==> config.mk <==
export PLATFORM = sky130hd
export DESIGN_NAME = paddle_ctrl_flat
export DESIGN_NICKNAME = d
export VERILOG_FILES = /design/src/rtl/paddle_if.sv /design/src/rtl/paddle_ctrl.sv /design/src/flat_wrapper.sv
export SDC_FILE = /design/constraint.sdc
export NUM_CORES = 1
export LEC_CHECK = 0
export BUFFER_PORTS_ARGS = -buffer_cell sky130_fd_sc_hd__buf_4
export CAP_MARGIN = 5
export CORE_MARGIN = 1
export CORE_UTILIZATION = 45
export CTS_BUF_LIST = sky130_fd_sc_hd__clkbuf_16
export CTS_CLUSTER_SIZE = 24
export DETAILED_ROUTE_END_ITERATION = 12
export PLACE_DENSITY = 0.66
export SETUP_SLACK_MARGIN = 0.3
export SLEW_MARGIN = 20
export SYNTH_ARGS = -nofsm -noshare
export SYNTH_HDL_FRONTEND = slang
export SYNTH_SLANG_ARGS = --single-unit
==> constraint.sdc <==
create_clock -name game_clk -period 11.9 [get_ports game_clk]
set_input_delay 1.19 -clock game_clk [delete_from_list [all_inputs] [get_ports game_clk]]
set_output_delay 1.19 -clock game_clk [all_outputs]
set_load 0.02 [all_outputs]
==> src/rtl/paddle_if.sv <==
// Paddle controller bus: player/AI inputs and registered paddle outputs.
// The game side drives requests; the controller returns position and status.
interface paddle_if #(
   parameter int COORD_W = 10
);
   logic               mode;
   logic               up;
   logic               down;
   logic [COORD_W-1:0] ball_y;
   logic               freeze;
   logic [COORD_W-1:0] x;
   logic [COORD_W-1:0] y;
   logic [3:0]         speed;
   logic               moving;
   logic               at_top;
   logic               at_bottom;

   modport master (
      output mode, up, down, ball_y, freeze,
      input  x, y, speed, moving, at_top, at_bottom
   );

   modport slave (
      input  mode, up, down, ball_y, freeze,
      output x, y, speed, moving, at_top, at_bottom
   );
endinterface

==> src/rtl/paddle_ctrl.sv <==
// Paddle position controller: manual or ball-tracking motion with
// stepped acceleration, screen-limit clamping and a freeze hold.
module paddle_ctrl #(
   parameter int COORD_W     = 10,
   parameter int POS_X       = 20,
   parameter int POS_Y       = 200,
   parameter int Y_MIN       = 0,
   parameter int Y_MAX       = 280,
   parameter int MAX_SPEED   = 4,
   parameter int ACCEL_DIV   = 8,
   parameter int AI_DEADBAND = 4
) (
   input logic   game_clk,
   input logic   rst,
   paddle_if.slave pif
);
   typedef enum logic [1:0] {IDLE, ACCEL, CRUISE} state_t;
   typedef enum logic [1:0] {REQ_NONE, REQ_UP, REQ_DOWN} req_t;

   localparam int CNT_W = (ACCEL_DIV < 2) ? 1 : $clog2(ACCEL_DIV + 1);
   localparam int EW    = COORD_W + 1;

   localparam logic [COORD_W-1:0] YMIN_C = COORD_W'(Y_MIN);
   localparam logic [COORD_W-1:0] YMAX_C = COORD_W'(Y_MAX);
   localparam logic [3:0]         MAX_C  = 4'(MAX_SPEED);
   localparam logic [CNT_W-1:0]   DIV_C  = CNT_W'(ACCEL_DIV);
   localparam logic [EW-1:0]      DB_C   = EW'(AI_DEADBAND);

   state_t             state_q, state_d;
   logic               dir_q, dir_d;
   logic [3:0]         spd_q, spd_d;
   logic [CNT_W-1:0]   cnt_q, cnt_d;
   logic [COORD_W-1:0] y_q, y_d, x_q;
   req_t               req;
   logic               at_lim;
   logic               req_dn;
   logic [EW-1:0]      y_e, b_e, step_e;

   assign y_e    = {1'b0, y_q};
   assign b_e    = {1'b0, pif.ball_y};
   assign req_dn = (req == REQ_DOWN);

   // Extra coordinate bit keeps the deadband sums from wrapping
   always_comb begin
      req = REQ_NONE;
      if (!pif.mode) begin
         if (pif.up)
            req = REQ_UP;
         else if (pif.down)
            req = REQ_DOWN;
      end else begin
         if (b_e + DB_C < y_e)
            req = REQ_UP;
         else if (b_e > y_e + DB_C)
            req = REQ_DOWN;
      end
   end

   assign at_lim = ((req == REQ_UP) && (y_q == YMIN_C)) ||
                   ((req == REQ_DOWN) && (y_q == YMAX_C));

   always_comb begin
      state_d = state_q;
      dir_d   = dir_q;
      spd_d   = spd_q;
      cnt_d   = cnt_q;
      y_d     = y_q;
      step_e  = '0;
      if (!pif.freeze) begin
         if (req == REQ_NONE || at_lim) begin
            state_d = IDLE;
            spd_d   = 4'd0;
            cnt_d   = '0;
         end else if (state_q == IDLE || req_dn != dir_q) begin
            dir_d   = req_dn;
            spd_d   = 4'd1;
            cnt_d   = CNT_W'(1);
            state_d = (MAX_SPEED == 1) ? CRUISE : ACCEL;
         end else if (state_q == ACCEL) begin
            if (cnt_q == DIV_C) begin
               spd_d = spd_q + 4'd1;
               cnt_d = CNT_W'(1);
               if (spd_q + 4'd1 == MAX_C)
                  state_d = CRUISE;
            end else begin
               cnt_d = cnt_q + CNT_W'(1);
            end
         end else begin
            spd_d = MAX_C;
         end

         step_e = EW'(spd_d);
         if (state_d != IDLE) begin
            if (!req_dn) begin
               if (y_e - EW'(Y_MIN) < step_e)
                  y_d = YMIN_C;
               else
                  y_d = y_q - COORD_W'(spd_d);
            end else begin
               if (EW'(Y_MAX) - y_e < step_e)
                  y_d = YMAX_C;
               else
                  y_d = y_q + COORD_W'(spd_d);
            end
         end
      end
   end

   always_ff @(posedge game_clk) begin
      if (rst) begin
         state_q <= IDLE;
         dir_q   <= 1'b0;
         spd_q   <= 4'd0;
         cnt_q   <= '0;
         y_q     <= COORD_W'(POS_Y);
         x_q     <= COORD_W'(POS_X);
      end else begin
         state_q <= state_d;
         dir_q   <= dir_d;
         spd_q   <= spd_d;
         cnt_q   <= cnt_d;
         y_q     <= y_d;
         x_q     <= x_q;
      end
   end

   assign pif.x         = x_q;
   assign pif.y         = y_q;
   assign pif.speed     = spd_q;
   assign pif.moving    = (state_q != IDLE);
   assign pif.at_top    = (y_q == YMIN_C);
   assign pif.at_bottom = (y_q == YMAX_C);
endmodule

==> src/flat_wrapper.sv <==
// flat-port wrapper written by rule: the top's interface ports become plain ports
module paddle_ctrl_flat 
#(
   parameter int COORD_W     = 10,
   parameter int POS_X       = 20,
   parameter int POS_Y       = 200,
   parameter int Y_MIN       = 0,
   parameter int Y_MAX       = 280,
   parameter int MAX_SPEED   = 4,
   parameter int ACCEL_DIV   = 8,
   parameter int AI_DEADBAND = 4
)
  (game_clk, rst, pif_mode, pif_up, pif_down, pif_ball_y, pif_freeze, pif_x, pif_y, pif_speed, pif_moving, pif_at_top, pif_at_bottom);
  paddle_if #(.COORD_W(COORD_W)) pif_i ();
  input logic game_clk;
  input logic rst;
  input wire logic [$bits(pif_i.mode)-1:0] pif_mode;
  input wire logic [$bits(pif_i.up)-1:0] pif_up;
  input wire logic [$bits(pif_i.down)-1:0] pif_down;
  input wire logic [$bits(pif_i.ball_y)-1:0] pif_ball_y;
  input wire logic [$bits(pif_i.freeze)-1:0] pif_freeze;
  output wire logic [$bits(pif_i.x)-1:0] pif_x;
  output wire logic [$bits(pif_i.y)-1:0] pif_y;
  output wire logic [$bits(pif_i.speed)-1:0] pif_speed;
  output wire logic [$bits(pif_i.moving)-1:0] pif_moving;
  output wire logic [$bits(pif_i.at_top)-1:0] pif_at_top;
  output wire logic [$bits(pif_i.at_bottom)-1:0] pif_at_bottom;
  assign pif_i.mode = pif_mode;
  assign pif_i.up = pif_up;
  assign pif_i.down = pif_down;
  assign pif_i.ball_y = pif_ball_y;
  assign pif_i.freeze = pif_freeze;
  assign pif_x = pif_i.x;
  assign pif_y = pif_i.y;
  assign pif_speed = pif_i.speed;
  assign pif_moving = pif_i.moving;
  assign pif_at_top = pif_i.at_top;
  assign pif_at_bottom = pif_i.at_bottom;
  paddle_ctrl #(.COORD_W(COORD_W), .POS_X(POS_X), .POS_Y(POS_Y), .Y_MIN(Y_MIN), .Y_MAX(Y_MAX), .MAX_SPEED(MAX_SPEED), .ACCEL_DIV(ACCEL_DIV), .AI_DEADBAND(AI_DEADBAND)) u_core (.game_clk(game_clk), .rst(rst), .pif(pif_i));
endmodule
==> summary.txt, run 1 <==
Clock network
  – Max Root-Sink Buffers: 2
  – Clock-pin transition on the worst setup and hold timing paths: 0.06 ns
  – Worst-Skew Late Latency: 0.25 ns
  – Cts hold-fix bufs: 0
  – Num CTS Buffers: 3
  – H-tree levels: 1
  – # resized after CTS: 0
  – CTS tree: yes
  – Post-CTS Repair Setup Buffers: 0
  – Clock sink total: 21
  – Root Driver: clkbuf_16

Global route
  – First-pass GRT wire length: 11800 microns
  – Vias in the first global route: 2424
  – Largest net degree at the start of global routing: 20
  – Tot GR Track Use: 23.7%
  – Initial antenna violation count: 0
  – Congestion Overflow GR: 0

STA
  – Final Critical Period: 5.88 ns
  – TNS Setup: 0 ns
  – Setup violators final: 0
  – Slew margin rel.: 30.6%
  – Measured slew at the worst slew-check pin: 1.04 ns
  – Final hold violations: 0
  – RSZ-0062 raised after global routing: no
  – Final worst-path cycle share: 49.5%
  – Max Freq: 170 MHz
  – Final Max Tran Viols: 0
  – Clock skew: 0.00399 ns

Routing
  – Post-route DRC: 0
  – Drt pass-1 iters: 5
  – Routed Antenna Nets: 0
  – WL/cell: 15.8 microns
  – Total Routed Length: 7160 microns
  – Via density: 5.93
  – 1st-iter DRT viols: 228
  – Vias: 2691

Critical path
  – Arrival @ worst endpoint: 6.02 ns
  – Max FO, Critical Path: 13
  – Setup crit start kind: flip-flop
  – Setup Crit Path Kind: flip-flop to flip-flop
  – Required @ worst endpoint: 12.04 ns
  – Crit end category: flip-flop

Layout
  – Layout cells sized above 1: 11.8%
  – # diodes: 0
  – Fin nets: 439
  – Most frequent cells in the layout: ha_1, nand2_1, buf_4
  – Layout Cells excl Fill: 454
  – Commonest non-fill, non-tap cell in the layout: ha_1
  – Area grow syn2layout: 11.0%

Yosys
  – Post-Synth Adder-Cell Area: 19.0%
  – Area fraction of the dominant cell type after synthesis: 17.6%
  – Cells after synthesis: 363
  – Register area share after synthesis: 15.5%
  – Post-Synth Simple-Gate Area: 19.9%
  – Post-synthesis compound-gate area fraction: 27.7%
  – Mapped Area: 2710 sq um
  – Top cells by area, synth: ha_1, dfxtp_1, xnor2_1, a21oi_1, nand2_1
  – #FFs+latches synth: 21
  – Post-synth top flop: dfxtp_1
  – Library cells used by synthesis: 58
  – Async set-reset flop share out of synthesis: 0%
  – Synth Area per Inst: 7.46 sq um
  – EDFF count, synth: 0
  – Yosys top cell by area: ha_1
  – Post-synthesis mux area share: 1.16%
  – Syn. warnings: 0
  – Post-Synth XOR/XNOR Area: 6.80%
  – Largest family of logic cells by synthesized area: compound AO/OA/AOI/OAI gates

Place
  – GP Congestion: 0.969
  – Port Buffers: 32
  – DP Cell Count: 450
  – Detailed Place HPWL: 5660 microns

Pwr
  – Reg power frac: 31.0%
  – Sw Share: 38.8%
  – Clock power frac: 26.5%
  – Comb power frac: 42.6%
  – Pint: 0.000168 W
  – Pwr dens: 91.6 nW/um^2
  – Leakage dissipation: 1.34 nW
  – Total power: 0.000275 W
  – Peak VDD IR: 0.0579 mV
  – Net Switching: 0.000107 W

Floorplan
  – Die width: 79.6 microns
  – Die ar.: 6330 sq um
  – Initial core utilization: 48.0%
  – Die height: 79.6 microns
  – Row cnt: 27
  – CORE AREA: 5640 sq um
  – Io pins: 43

Status
  – Status: complete, no violations

Run
  – Max_cap viols: 0

Min path
  – Worst hold path class: flip-flop to flip-flop
## flip-flops by register name, indices dropped and copies added, names as in the netlist
signal and cells:
u_core.pif.speed 4, u_core.pif.y 10, u_core.state_q 2, u_core.cnt_q 4, u_core.dir_q 1
## Yosys cell counts (2+ instances only)
| cell | n |
|---|---|
| a211o_1 | 4 |
| a211oi_1 | 4 |
| a21o_1 | 9 |
| a21oi_1 | 31 |
| a31oi_1 | 3 |
| and2_1 | 3 |
| and3_1 | 9 |
| buf_2 | 3 |
| buf_4 | 10 |
| clkbuf_1 | 10 |
| conb_1 | 2 |
| dfxtp_1 | 21 |
| fa_1 | 2 |
| ha_1 | 38 |
| inv_1 | 31 |
| mux2i_1 | 2 |
| nand2_1 | 35 |
| nand2b_1 | 2 |
| nand3_1 | 14 |
| nand3b_1 | 2 |
| nand4_1 | 6 |
| nor2_1 | 17 |
| nor2b_1 | 4 |
| nor3_1 | 6 |
| nor3b_1 | 2 |
| nor4_1 | 2 |
| o2111a_1 | 2 |
| o211ai_1 | 6 |
| o21a_1 | 4 |
| o21ai_0 | 14 |
| o21ai_1 | 6 |
| o21bai_1 | 3 |
| o22ai_1 | 5 |
| o2bb2ai_1 | 3 |
| o31ai_1 | 3 |
| or3_1 | 4 |
| xnor2_1 | 19 |
| xor2_1 | 2 |
## through the flow
| stage | worst slack (ns) | cell area [sq um] | hold slack [ns] | util [%] |
|---|---|---|---|---|
| 6_report | 6.02 | 3000 | 0.503 | 53.2 |
| 5_1_grt | 5.66 | 3000 | 0.531 | 53.2 |
| 4_1_cts | 6.03 | 3000 | 0.503 | 53.2 |
| 3_5_place_dp | 5.81 | 2920 | 0.494 | 51.8 |
| 3_3_place_gp | 5.95 | 2920 | 0.483 | 51.8 |
| 2_1_floorplan | 6.61 | 2740 | 0.465 | - |
## per-layer routing
layer	vias up	wire, microns	global-route usage (%)
li1	1332	-	-
met1	1239	3400	34.0
met2	114	3140	37.1
met3	6	575	4.69
met4	0	43	2.73
met5	-	0	0
## critical path, stage by stage (launching register included)
cell and delay [ns]:
dfxtp_1 0.64, ha_1 0.27, and3_1 0.21, and3_1 0.18, xnor2_1 0.13, ha_1 0.28
a21o_1 0.19, a211o_1 0.29, a211o_1 0.27, o211a_2 0.20, nor2_4 0.24, nor3b_1 0.09
a211oi_1 0.52, ha_1 0.28, inv_1 0.07, fa_1 0.40, a21oi_1 0.21, o21bai_1 0.15
nor2_1 0.19, a21oi_1 0.11, and2_1 0.33, o2bb2ai_1 0.17, a211oi_1 0.25, o21ai_1 0.10
## kinds of logic (layout without fill, tap and decap cells)
kind of cell,Yosys count,count (layout)
other cells,2,10
flops,21,21
buf+inv,56,67
compound gates,111,111
mux,3,3
simple gates,109,109
xor+xnor,21,21
fa+ha+maj,40,40
## power by group through the flow
| stage | Combinational, W | Clock [W] | Sequential (W) |
|---|---|---|---|
| floorplan | 0.0000876 | 0 | 0.0000849 |
| global placement | 0.000114 | 0 | 0.0000865 |
| detailed placement | 0.000115 | 0 | 0.0000865 |
| CTS | 0.000116 | 0.0000741 | 0.0000849 |
| global route | 0.000131 | 0.0000778 | 0.0000862 |
| finish | 0.000117 | 0.0000729 | 0.0000852 |
## layout make-up
class                      instances  area [sq um]
clock buffer                       3          75.1
clock inverter                     1          5.00
fill                             572          2640
inverter                          31           116
multi-input combinational        294          2060
sequential                        21           420
tap                               72          90.1
timing repair buffer              32           240
## final timing paths
check                          startpoint                           end  slack (ns)  depth (start not counted)
max          u_core.pif.y[2]$_SDFFE_PP0P_  u_core.pif.y[3]$_SDFFE_PP1P_        6.02                         23
max reg2reg  u_core.pif.y[2]$_SDFFE_PP0P_  u_core.pif.y[3]$_SDFFE_PP1P_        6.02                         23
min reg2reg  u_core.cnt_q[3]$_SDFFE_PP0P_  u_core.cnt_q[3]$_SDFFE_PP0P_        0.50                          2
min          u_core.cnt_q[3]$_SDFFE_PP0P_  u_core.cnt_q[3]$_SDFFE_PP0P_        0.50                          2
Power figures use the tool's default switching activity.
==> run 2, diff against run 1 <==
--- a/config.mk
+++ b/config.mk
@@ -12,7 +12,7 @@
 export CTS_BUF_LIST = sky130_fd_sc_hd__clkbuf_16
 export CTS_CLUSTER_SIZE = 24
 export DETAILED_ROUTE_END_ITERATION = 12
-export PLACE_DENSITY = 0.66
+export PLACE_DENSITY = 0.68
 export SETUP_SLACK_MARGIN = 0.3
 export SLEW_MARGIN = 20
 export SYNTH_ARGS = -nofsm -noshare
==> constraint.sdc (replaced) <==
create_clock -name game_clk -period 4.85 [get_ports game_clk]
set_input_delay 0.485 -clock game_clk [delete_from_list [all_inputs] [get_ports game_clk]]
set_output_delay 0.485 -clock game_clk [all_outputs]
set_load 0.02 [all_outputs]
==> run 2 against run 1 <==
- clock-buffer cell count is the same
- combinational power grew to 3.4 times the previous value
- sequential share of layout area down 1.8 points
- register-to-register slack worse by 5.6 ns
- utilization up 9.8 points
- final area is 18% higher
- fmax rose by 31%
- largest cell class unchanged
- critical path depth did not move
- power rose to 2.8 times the previous value
- routed wire length up 12%
- clock skew decreased by 0.0014 ns
- die area did not move
==> summary.txt, run 2 (synthesized netlist as in run 1, its figures left out) <==
Routing
  – Via density: 5.83
  – WL/cell: 16.1 microns
  – Total Routed Length: 8000 microns
  – Vias: 2897
  – Routed Antenna Nets: 0
  – Post-route DRC: 0
  – 1st-iter DRT viols: 244
  – Drt pass-1 iters: 4

Floorplan
  – Die height: 79.6 microns
  – CORE AREA: 5640 sq um
  – Io pins: 43
  – Row cnt: 27
  – Initial core utilization: 48.0%
  – Die width: 79.6 microns
  – Die ar.: 6330 sq um

STA
  – Max Freq: 223 MHz
  – Measured slew at the worst slew-check pin: 0.552 ns
  – Clock skew: 0.00256 ns
  – Setup violators final: 0
  – Final worst-path cycle share: 92.4%
  – Slew margin rel.: 62.9%
  – Final Critical Period: 4.48 ns
  – Final Max Tran Viols: 0
  – RSZ-0062 raised after global routing: yes
  – TNS Setup: 0 ns
  – Final hold violations: 0

Critical path
  – Max FO, Critical Path: 5
  – R2r startpoint: u_core.pif.y[3]$_SDFFE_PP1P_
  – Reg-to-Reg End: u_core.pif.y[8]$_SDFFE_PP0P_
  – Crit end category: flip-flop
  – CP startpoint: u_core.pif.y[3]$_SDFFE_PP1P_
  – Setup crit start kind: flip-flop
  – Reg2Reg Depth: 23
  – Required @ worst endpoint: 5.04 ns
  – Register-to-register setup slack: 0.37 ns
  – Arrival @ worst endpoint: 4.67 ns
  – Crit path to: u_core.pif.y[8]$_SDFFE_PP0P_
  – Setup Crit Path Kind: flip-flop to flip-flop

Clock network
  – Max Root-Sink Buffers: 2
  – CTS tree: yes
  – Root Driver: clkbuf_16
  – Clock sink total: 21
  – Clock-pin transition on the worst setup and hold timing paths: 0.06 ns
  – Cts hold-fix bufs: 0
  – H-tree levels: 1
  – Num CTS Buffers: 3
  – Worst-Skew Late Latency: 0.26 ns

Pwr
  – Leakage dissipation: 1.59 nW
  – Pwr dens: 218 nW/um^2
  – Peak VDD IR: 0.151 mV
  – Total power: 0.000776 W

Status
  – Status: complete, no violations

Layout
  – Design area: 3560 sq um
  – Layout cells sized above 1: 30.4%
  – Commonest non-fill, non-tap cell in the layout: buf_4
  – Most frequent cells in the layout: buf_4, nand2_1, ha_1
  – Fillers: 484
  – Area grow syn2layout: 31.5%
  – Number of flip-flops under the largest register name: 10
  – Fin nets: 482
  – # diodes: 0

Place
  – GP Congestion: 1.01
  – Area after DPL: 3200 sq um
  – Port Buffers: 32
  – Detailed Place HPWL: 5910 microns

Global route
  – Largest net degree at the start of global routing: 20
  – First-pass GRT wire length: 12700 microns
  – Congestion Overflow GR: 0
  – Initial antenna violation count: 0
  – Vias in the first global route: 2688
  – Tot GR Track Use: 25.5%

Run
  – Max_cap viols: 0

Min path
  – Worst hold path class: flip-flop to flip-flop
==> run 2: changes by cell type in the layout (fill, tap and decap cells not counted), moves of 4 or more <==
cell / before / now
buf_4: 32 / 73
dfxtp_1: 21 / 17
ha_1: 38 / 32
ha_4: 0 / 5
==> run 2: per-layer routing <==
| layer | vias to the layer above | track usage, % | routed length, microns |
|---|---|---|---|
| met1 | 1354 | 35.9 | 3560 |
| met5 | - | 0 | 0 |
| met2 | 123 | 39.2 | 3660 |
| met3 | 12 | 5.60 | 653 |
| li1 | 1408 | - | - |
| met4 | 0 | 5.45 | 119 |
==> run 2: layout make-up <==
class / count / area [sq um] / area share, %
multi-input combinational: 294 / 2270 / 63.8
timing repair buffer: 75 / 571 / 16.0
sequential: 21 / 433 / 12.2
inverter: 31 / 116 / 3.27
tap: 72 / 90.1 / 2.53
clock buffer: 3 / 75.1 / 2.11
clock inverter: 1 / 5.00 / 0.141
==> run 2: where the power goes <==
| part | internal, W | switching, W |
|---|---|---|
| Combinational | 0.000181 | 0.000212 |
| Clock | 0.000111 | 0.0000714 |
| Sequential | 0.000183 | 0.0000171 |
==> run 2: timing repair <==
item	4_1_cts	5_1_grt
endpoints found under the setup margin	10	10
setup buffers	4	11
pin swaps	7	22
resized for setup	8	27
hold endpoints to repair	0	0
==> run 2: worst min path at each step <==
stage,from,to,slack [ns],depth (start not counted)
floorplan,u_core.cnt_q[3]$_SDFFE_PP0P_,u_core.cnt_q[3]$_SDFFE_PP0P_,0.46,2
global placement,u_core.cnt_q[3]$_SDFFE_PP0P_,u_core.cnt_q[3]$_SDFFE_PP0P_,0.48,2
detailed placement,u_core.cnt_q[1]$_SDFFE_PP0P_,u_core.cnt_q[1]$_SDFFE_PP0P_,0.51,2
CTS,u_core.cnt_q[1]$_SDFFE_PP0P_,u_core.cnt_q[1]$_SDFFE_PP0P_,0.52,2
global route,u_core.pif.speed[3]$_SDFFE_PP0N_,u_core.pif.speed[3]$_SDFFE_PP0N_,0.55,2
finish,u_core.cnt_q[1]$_SDFFE_PP0P_,u_core.cnt_q[1]$_SDFFE_PP0P_,0.51,2
==> run 2: worst max-delay path: stages, from the launching register on <==
cell and delay, ns:
dfxtp_4 0.36, ha_4 0.16, and3_4 0.19, and3_4 0.20
xnor2_4 0.15, ha_4 0.22, a21o_1 0.15, a211o_1 0.28
a211o_1 0.27, o211a_4 0.18, nor2_4 0.10, nor3b_2 0.06
a211oi_2 0.24, buf_4 0.19, ha_4 0.13, inv_2 0.04
fa_2 0.34, o21bai_1 0.21, a21o_1 0.22, nand3_2 0.11
or3_1 0.32, nand3_1 0.09, o211ai_1 0.08, a21oi_1 0.12
==> run 2: through the flow <==
step	util, %	hold WS [ns]	setup slack (ns)	cells
6_report	63.1	0.511	0.367	497
5_1_grt	63.1	0.547	0.202	497
4_1_cts	59.2	0.517	0.307	486
3_5_place_dp	56.8	0.510	0.0810	478
3_3_place_gp	56.8	0.482	0.253	478
2_1_floorplan	-	0.465	0.262	371
==> run 3, diff against run 2 <==
--- a/config.mk
+++ b/config.mk
@@ -5,6 +5,7 @@
 export SDC_FILE = /design/constraint.sdc
 export NUM_CORES = 1
 export LEC_CHECK = 0
+export ABC_AREA = 1
 export BUFFER_PORTS_ARGS = -buffer_cell sky130_fd_sc_hd__buf_4
 export CAP_MARGIN = 5
 export CORE_MARGIN = 1
==> run 3 against run 2 <==
- power grew 10%
- clock power is 5% lower
- synthesized area rose by 3.5%
- largest cell class unchanged
- global-route usage fell by 2.2 points
- clock skew up 0.0021 ns
- final area decreased by 7.8%
==> summary.txt, run 3 <==
Floorplan
  – CORE AREA: 5960 sq um
  – Io pins: 43
  – Initial core utilization: 47.0%
  – Die height: 80.9 microns
  – Die ar.: 6540 sq um
  – Row cnt: 28
  – Die width: 80.9 microns

Layout
  – Commonest non-fill, non-tap cell in the layout: nand2_1
  – Layout cells sized above 1: 18.4%
  – Most frequent cells in the layout: nand2_1, inv_1, nor2_1
  – Fin nets: 530
  – Area grow syn2layout: 17.2%
  – # diodes: 0
  – Number of flip-flops under the largest register name: 10
  – Layout Cells excl Fill: 548

Routing
  – Via density: 5.22
  – Drt pass-1 iters: 5
  – Vias: 2861
  – Post-route DRC: 0
  – Total Routed Length: 7340 microns
  – 1st-iter DRT viols: 169
  – Routed Antenna Nets: 0
  – WL/cell: 13.4 microns

Yosys
  – Cells after synthesis: 434
  – Async set-reset flop share out of synthesis: 0%
  – EDFF count, synth: 0
  – #FFs+latches synth: 21
  – Post-synth top flop: dfxtp_1
  – Post-synthesis mux area share: 0%
  – Most frequent cell after synthesis: nand2_1
  – Post-synth top cells: nand2_1, nor2_1, inv_1, ha_1, nand3_1
  – Top cells by area, synth: ha_1, dfxtp_1, nand2_1, xor2_1, nor2_1
  – Post-Synth Adder-Cell Area: 18.4%
  – Post-Synth Simple-Gate Area: 32.0%
  – Library cells used by synthesis: 41
  – Largest family of logic cells by synthesized area: simple AND/OR/NAND/NOR gates
  – Register area share after synthesis: 15.0%
  – Area fraction of the dominant cell type after synthesis: 17.0%
  – Syn. warnings: 0
  – Mapped Area: 2800 sq um
  – Synth Area per Inst: 6.45 sq um
  – Yosys top cell by area: ha_1
  – Post-Synth XOR/XNOR Area: 9.70%
  – Post-synthesis compound-gate area fraction: 12.6%

Critical path
  – Setup crit start kind: flip-flop
  – Max FO, Critical Path: 5
  – CP max stage cell: ha_1
  – WP buf/inv: 1
  – Setup Crit Path Kind: flip-flop to flip-flop
  – Crit path largest cell delay: 0.42 ns
  – Most used cell along the critical path: nand2_1
  – Arrival @ worst endpoint: 4.37 ns
  – Crit end category: flip-flop
  – Top cell family by delay on the critical path: simple AND/OR/NAND/NOR gates
  – Required @ worst endpoint: 5.04 ns

Place
  – Detailed Place HPWL: 5800 microns
  – Post-place setup slack: 0.140 ns
  – DP Cell Count: 536
  – Port Buffers: 32
  – GP Congestion: 0.901

STA
  – Slew margin rel.: 61.1%
  – Clock skew: 0.00465 ns
  – Final Critical Period: 4.18 ns
  – Measured slew at the worst slew-check pin: 0.579 ns
  – TNS Setup: 0 ns
  – Final hold violations: 0
  – Final WS setup: 0.671 ns
  – Max Freq: 239 MHz
  – Final worst-path cycle share: 86.2%
  – Setup violators final: 0
  – Final Max Tran Viols: 0
  – RSZ-0062 raised after global routing: yes

Clock network
  – Clock sink total: 21
  – Worst-Skew Late Latency: 0.25 ns
  – CTS tree: yes
  – Max Root-Sink Buffers: 2
  – Root Driver: clkbuf_16
  – Cts hold-fix bufs: 0
  – Clock-pin transition on the worst setup and hold timing paths: 0.06 ns
  – Num CTS Buffers: 3
  – H-tree levels: 1

Global route
  – Tot GR Track Use: 23.3%
  – Initial antenna violation count: 0
  – First-pass GRT wire length: 12000 microns
  – Congestion Overflow GR: 0
  – Largest net degree at the start of global routing: 16
  – Vias in the first global route: 2558

Pwr
  – Leakage dissipation: 1.68 nW
  – Pwr dens: 260 nW/um^2
  – Peak VDD IR: 0.147 mV

Run
  – Max_cap viols: 0

Status
  – Status: complete, no violations

Min path
  – Worst hold path class: input port to flip-flop
## run 3: cell types whose count changed after synthesis, sizes merged, moves of 5 or more
cell | before | now
xnor2 | 19 | 7
clkbuf | 10 | 2
xor2 | 2 | 24
a21oi | 31 | 26
nor2 | 18 | 59
nand3 | 14 | 29
and3 | 9 | 1
inv | 31 | 55
a21o | 9 | 1
nand2 | 35 | 100
## run 3: final cells by class
type / instances / area [sq um]
flip-flops and latches: 21 / 432
inverters: 57 / 216
clock buffers: 3 / 75.1
fillers: 611 / 2670
clock inverters: 1 / 3.75
repair buffers: 45 / 338
multi-input cells: 346 / 2120
well taps: 75 / 93.8
## run 3: cell families (layout without fill, tap and decap cells)
kind of cell             after synthesis  after routing
AND/OR/NAND/NOR                      201            201
flip-flops                            21             21
adder cells (fa/ha/maj)               40             40
XOR/XNOR                              31             31
buffers and inverters                 75            106
other                                  2             10
AO/OA/AOI/OAI                         64             64
## run 3: per-layer routing
| layer | share of wire, % | up-vias | GRT usage [%] |
|---|---|---|---|
| met5 | 0 | - | 0 |
| met1 | 48 | 1317 | 33.7 |
| met4 | 0.26 | 0 | 2.14 |
| met2 | 46 | 88 | 38.5 |
| li1 | - | 1454 | - |
| met3 | 5.7 | 2 | 2.02 |
## run 3: worst paths after layout
kind,start,to,slack (ns),depth (start not counted)
worst min register to register,u_core.state_q[0]$_SDFFE_PP0N_,u_core.state_q[0]$_SDFFE_PP0N_,0.49,2
worst max register to register,u_core.pif.y[2]$_SDFFE_PP0P_,u_core.pif.y[9]$_SDFFE_PP0P_,0.67,27
worst min-delay path,rst,u_core.cnt_q[2]$_SDFFE_PP0P_,0.45,2
worst max-delay path,u_core.pif.y[2]$_SDFFE_PP0P_,u_core.pif.y[9]$_SDFFE_PP0P_,0.67,27
## run 3: what timing repair did
action | CTS | global route
pin swaps | 1 | 9
setup endpoints to repair | 10 | 10
resized for setup | 2 | 21
setup buffers | 0 | 8
## run 3: per-stage QoR
stage	utilization, %	hold slack [ns]	area (sq um)	total power [W]
after floorplan	-	0.450	2830	0.000547
after global placement	51.7	0.473	3080	0.000653
after detailed placement	51.7	0.475	3080	0.000659
after CTS	53.2	0.443	3170	0.000840
after global routing	55.1	0.446	3280	0.000933
final	55.1	0.447	3280	0.000855
## run 3: power by group
group / internal [W] / switching [W] / leakage (nW)
clock: 0.000110 / 0.0000623 / 0.0423
combinational: 0.000180 / 0.000280 / 1.46
sequential: 0.000191 / 0.0000312 / 0.174
total: 0.000481 / 0.000374 / 1.68
## run 3: worst register-to-register path, stage by stage (launching register included)
cell and delay (ns):
dfxtp_2 0.37, ha_2 0.21, inv_1 0.07, nor2_4 0.13
nand3_1 0.10, xor2_1 0.17, ha_1 0.31, a21oi_1 0.15
nor2_1 0.06, o21ai_1 0.12, nand2_1 0.08, nand3_2 0.13
nand2_4 0.07, nand2_1 0.07, nand2_2 0.08, nor2_2 0.16
nand3_1 0.22, ha_1 0.42, nor2_1 0.12, nand2_1 0.05
nand2_1 0.11, a21oi_1 0.11, nor3_1 0.26, nand2_1 0.11
xor2_1 0.15, o22ai_1 0.13, nor2_1 0.06, nor2_1 0.09
